$ cat src/rtl/instr_mem_responder.sv
// instr_mem_responder: fetch-side instruction memory with a registered one-cycle read and a valid/ready program load port.
module instr_mem_responder #(
    parameter int I_WIDTH       = 16,
    parameter int IM_ADDR_WIDTH = 16,
    parameter int DEPTH         = 256
) (
    input  logic                     iClk,
    input  logic                     iReset,
    input  logic [IM_ADDR_WIDTH-1:0] iInstructionAddress,
    input  logic                     iInstructionReadEnable,
    output logic [I_WIDTH-1:0]       oInstruction,
    output logic                     oInstructionValid,
    output logic                     oAddrError,
    input  logic                     iLoadStart,
    input  logic [IM_ADDR_WIDTH-1:0] iLoadBase,
    input  logic [IM_ADDR_WIDTH-1:0] iLoadCount,
    input  logic [I_WIDTH-1:0]       iLoadData,
    input  logic                     iLoadValid,
    output logic                     oLoadReady,
    output logic                     oLoadDone,
    output logic                     oBusy
);
    localparam int AW = (DEPTH > 1) ? $clog2(DEPTH) : 1;
    // One extra bit so DEPTH == 2**IM_ADDR_WIDTH still compares and divides correctly.
    localparam logic [IM_ADDR_WIDTH:0] DEPTH_W = (IM_ADDR_WIDTH+1)'(DEPTH);
    typedef enum logic [1:0] {IDLE, LOAD, DONE} state_t;
    state_t                   state_q;
    logic [AW-1:0]            wptr_q, wptr_d, base_w, raddr;
    logic [IM_ADDR_WIDTH-1:0] remaining_q;
    logic [I_WIDTH-1:0]       mem_q [DEPTH];
    logic [I_WIDTH-1:0]       instr_q;
    logic                     valid_q, err_q, hs, rd_ok, serve;
    assign hs     = iReset && state_q == LOAD && iLoadValid;
    assign rd_ok  = {1'b0, iInstructionAddress} < DEPTH_W;
    assign serve  = iInstructionReadEnable && state_q != LOAD;
    assign base_w = AW'({1'b0, iLoadBase} % DEPTH_W);
    assign raddr  = iInstructionAddress[AW-1:0];
    assign wptr_d = (wptr_q == AW'(DEPTH - 1)) ? '0 : wptr_q + 1'b1;
    always_ff @(posedge iClk) begin
        if (!iReset) begin
            state_q     <= IDLE;
            wptr_q      <= '0;
            remaining_q <= '0;
        end else begin
            case (state_q)
                IDLE: if (iLoadStart) begin
                    wptr_q      <= base_w;
                    remaining_q <= iLoadCount;
                    state_q     <= (iLoadCount != '0) ? LOAD : DONE;
                end
                LOAD: if (iLoadValid) begin
                    wptr_q      <= wptr_d;
                    remaining_q <= remaining_q - 1'b1;
                    if (remaining_q == IM_ADDR_WIDTH'(1)) state_q <= DONE;
                end
                default: state_q <= IDLE;
            endcase
        end
    end
    always_ff @(posedge iClk) begin
        if (hs) mem_q[wptr_q] <= iLoadData;
    end
    // Reads are blanked during LOAD so a fetch never sees a half-written image.
    always_ff @(posedge iClk) begin
        if (!iReset) begin
            instr_q <= '0;
            valid_q <= 1'b0;
            err_q   <= 1'b0;
        end else begin
            instr_q <= (serve && rd_ok) ? mem_q[raddr] : '0;
            valid_q <= serve;
            err_q   <= err_q | (serve && !rd_ok);
        end
    end
    assign oInstruction      = instr_q;
    assign oInstructionValid = valid_q;
    assign oAddrError        = err_q;
    assign oLoadReady        = state_q == LOAD;
    assign oLoadDone         = state_q == DONE;
    assign oBusy             = state_q != IDLE;
endmodule
$ cat config.mk
export PLATFORM = sky130hd
export DESIGN_NAME = instr_mem_responder
export DESIGN_NICKNAME = d
export VERILOG_FILES = /design/src/rtl/instr_mem_responder.sv
export SDC_FILE = /design/constraint.sdc
export NUM_CORES = 2
export LEC_CHECK = 0
export BUFFER_PORTS_ARGS = -buffer_cell sky130_fd_sc_hd__buf_2
export CAP_MARGIN = 0
export CORE_MARGIN = 2
export CORE_UTILIZATION = 50
export CTS_CLUSTER_SIZE = 24
export DETAILED_ROUTE_END_ITERATION = 6
export GPL_TIMING_DRIVEN = 0
export HOLD_SLACK_MARGIN = 0.12
export MAX_ROUTING_LAYER = met4
export PLACE_DENSITY = 0.7
export SKIP_CTS_REPAIR_TIMING = 1
export SYNTH_ARGS = -nofsm -noshare
export SYNTH_HDL_FRONTEND = slang
export SYNTH_SLANG_ARGS = --single-unit
$ cat constraint.sdc
create_clock -name iClk -period 4.6 [get_ports iClk]
set_input_delay 0 -clock iClk [delete_from_list [all_inputs] [get_ports iClk]]
set_output_delay 0 -clock iClk [all_outputs]
set_load 0.01 [all_outputs]
==> metrics.md <==
| Metric | Value |
|---|---|
| Initial Utilization | `0.502` |
| Failing checks | `design-rule violations, max-capacitance violations, max-slew violations, negative setup slack` |
| Clk_lat worst skew | `1030 ps` |
| Mapped cell area | `161,000 um^2` |
| Startpoint Class | `input pin` |
| Critical Path AT | `6140 ps` |
| Critical Path RT | `5460 ps` |
| Root buf cell | `clkbuf_16` |
| Die height | `571 um` |
| CP cell instances | `buf_2, buf_4, buf_2, buf_2, clkbuf_4, mux4_2, nor4_1, o21ai_0, nand4_1, o22ai_1` |
| Worst Clk Skew | `80.8 ps` |
| Hpwl dp | `507,000 um` |
| Async SR Flop Fraction | `0` |
| Avg Synthesized Cell Area | `20.7 um^2` |
| DRT Pass-1 Iters | `7` |
| Design Power | `0.0817 W` |
| Place WS | `-2150 ps` |
| Syn nets | `7,865` |
| Most used cell, CP | `buf_2` |
| Vias per cell | `7.11` |
| Synth cell types | `84` |
| Max Clock Freq | `0.190 GHz` |
| Largest net degree at the start of global routing | `153` |
| Slowest cell on crit path | `o21ai_0` |
| Synth Instances | `7,790` |
| VDD IR max | `0.000370 V` |
| Port Buffers | `79` |
| Die extent in x | `571 um` |
| Filler Cells Inserted | `23,200` |
| Layout cells sized above 1 | `0.257` |
| Syn. warnings | `0` |
| Die area | `326,000 um^2` |
| Critical path type | `in -> reg` |
| Drt drc | `3` |
| Slew HR | `-0.170` |
| TritonCTS clock tree | `yes` |
| Final min period | `5270 ps` |
| Register clock-pin slew on the reported worst setup and hold paths | `60 ps` |
| CP delay by family, top | `buffers and inverters` |
| Crit-path max FO | `10` |
| GPL Wtd Cong | `1.09` |
| First-pass GRT wire length | `891,000 um` |
| Longest Clk Path Bufs | `4` |
| Total routed wirelength | `707,000 um` |
| Num rows | `208` |
| Register area share after synthesis | `0.770` |
| Static Leak | `60.3 nW` |
| Synth Flop Type | `edfxtp_1` |
| Global route overflow | `0` |
| Worst path bufs/invs | `5` |
| GRT Total Usage | `0.445` |
| Reg area | `124,000 um^2` |
| CTS Sinks | `4,140` |
| RSZ-0062 raised after global routing | `no` |
| Via count | `95,400` |
| Crit path from | `iInstructionAddress[1]` |
| Avg WL per Cell | `52.7 um` |
| Area after DPL | `174,000 um^2` |
| Hold Crit Class | `in -> reg` |
| Setup-failing EPs final | `226` |
| Number of max-cap violations | `13` |
| Hold_sp | `iLoadCount[0]` |
| Least-Margin Pin Slew | `1740 ps` |
| Pins Over Slew Limit | `117` |
| Vias in the first global route | `86,900` |
| Seq cells post-synth | `4,140` |
| Ports | `90` |
| Crit. End Element | `flip-flop` |
| Initial antenna violation count | `103` |
| Post-route antenna net violation count | `0` |
| CP max stage delay | `1070 ps` |
| Post-synth EDFFs | `4,096` |
| Final period util | `1.15` |
| Nets | `8,769` |
| Pwr dens | `433 nW/um^2` |
| Initial DRC Count | `19,900` |
| Number of H-tree levels | `5` |
| Post-route design area | `189,000 um^2` |
| Final Hold Fails | `0` |
| Status | `finished with violations` |
| Core area | `321,000 um^2` |
| Reg-to-Reg Start | `state_q[1]` |
| Layout area overhead | `17.2%` |
| Final WS setup | `-673 ps` |
| Multi-input gate area | `35,000 um^2` |
| Num CTS Buffers | `421` |
final timing paths:
check | end | slack, ps | cells past startpoint
hold reg to reg | remaining_q[8] | 470 | 2
hold / removal | remaining_q[0] | 60 | 6
setup reg to reg | oInstruction[1] | -210 | 8
setup / recovery | oInstruction[11] | -670 | 10
worst register-to-register path: stages (launching register included):
cell and delay (ps):
dfxtp_1 520, nand2b_1 310, and3_1 240, nand4_1 270, buf_16 270, clkbuf_1 580, nor4_4 820, nand4_1 990
o22ai_1 700
stage by stage:
stage / hold slack (ps) / util / TNS (ps) / std cells
2_1_floorplan: 98.9 / - / 0 / 7790
3_3_place_gp: 283 / 0.520 / -2842090 / 12200
3_5_place_dp: 226 / 0.541 / -189390 / 12500
4_1_cts: -775 / 0.584 / -197100 / 13200
5_1_grt: 124 / 0.588 / 0 / 13400
6_report: 56.2 / 0.589 / -18880 / 13400
logic make-up (layout without fill, tap and decap cells):
family | after synthesis | in the layout | synth area share
muxes | 1292 | 1292 | 0.144
adders and majority gates | 6 | 6 | 0.000466
buffers and inverters | 483 | 1733 | 0.0210
DFF | 4140 | 4140 | 0.770
and+or+nand+nor | 1067 | 1067 | 0.0310
other | 0 | 71 | 0
xor gates and xnor gates | 3 | 3 | 0.000163
AOI/OAI and AO/OA | 799 | 799 | 0.0338
placed cells by master, fill, tap and decap left out, types with 149 or more instances in the layout:
cell / netlist / layout
edfxtp_1: 4096 / 4096
buf_2: 93 / 160
mux2i_1: 497 / 497
buf_8: 57 / 230
clkbuf_1: 171 / 192
mux4_2: 648 / 648
clkbuf_16: 0 / 424
nor2_2: 0 / 207
nor2_1: 448 / 189
o22ai_1: 205 / 194
o21ai_0: 153 / 149
routing by layer:
layer | vias up | part of all wire | global-route usage
met5 | - | 0 | -
met4 | 0 | 0.072 | 0.258
met3 | 1659 | 0.17 | 0.195
met2 | 8557 | 0.41 | 0.588
met1 | 50500 | 0.35 | 0.567
li1 | 34700 | - | -
layout make-up:
type	instances	area share
antenna	71	0.000942
buffer	463	0.0181
clock buffer	517	0.0585
clock inverter	252	0.0137
inverter	15	0.000298
multi-input combinational	3167	0.185
sequential	4140	0.656
tap	4305	0.0285
timing repair buffer	486	0.0379
where the power goes:
part	leakage, nW	internal [W]	total [W]	switching [W]
Sequential	37.2	0.0415	0.0415	0.0000397
Combinational	16.5	0.00145	0.00570	0.00425
Clock	6.63	0.0193	0.0344	0.0151
state kept, by name, indices dropped and copies added, names as in the netlist:
name,cells
mem_q,4096
oAddrError,1
oInstruction,16
oInstructionValid,1
remaining_q,16
state_q,2
wptr_q,8
Yosys cell counts (6+ instances only):
cell,instances,share of area
a2111oi_0,12,0.00065
a211oi_1,40,0.0019
a21oi_1,89,0.0028
a221oi_1,7,0.00038
a22oi_1,60,0.0028
a31oi_1,11,0.00043
a41oi_1,9,0.00049
and2_1,29,0.0011
and3_1,10,0.00039
buf_1,25,0.00058
buf_12,6,0.00075
buf_2,93,0.0029
buf_4,45,0.0021
buf_6,49,0.0034
buf_8,57,0.0053
clkbuf_1,171,0.0040
clkbuf_8,14,0.0012
dfxtp_1,44,0.0055
edfxtp_1,4096,0.76
ha_1,6,0.00047
inv_1,13,0.00030
mux2_2,18,0.0013
mux2i_1,497,0.031
mux4_1,129,0.021
mux4_2,648,0.091
nand2_1,134,0.0031
nand3_1,101,0.0031
nand4_1,45,0.0017
nor2_1,448,0.010
nor2b_1,10,0.00039
nor3_1,149,0.0046
nor4_1,68,0.0026
o21ai_0,153,0.0048
o221ai_1,145,0.0079
o22ai_1,205,0.0080
o311ai_0,6,0.00033
o31ai_1,9,0.00042
or2_2,6,0.00023
or3_1,24,0.00093
or4_1,13,0.00061
Power figures use the tool's default switching activity.
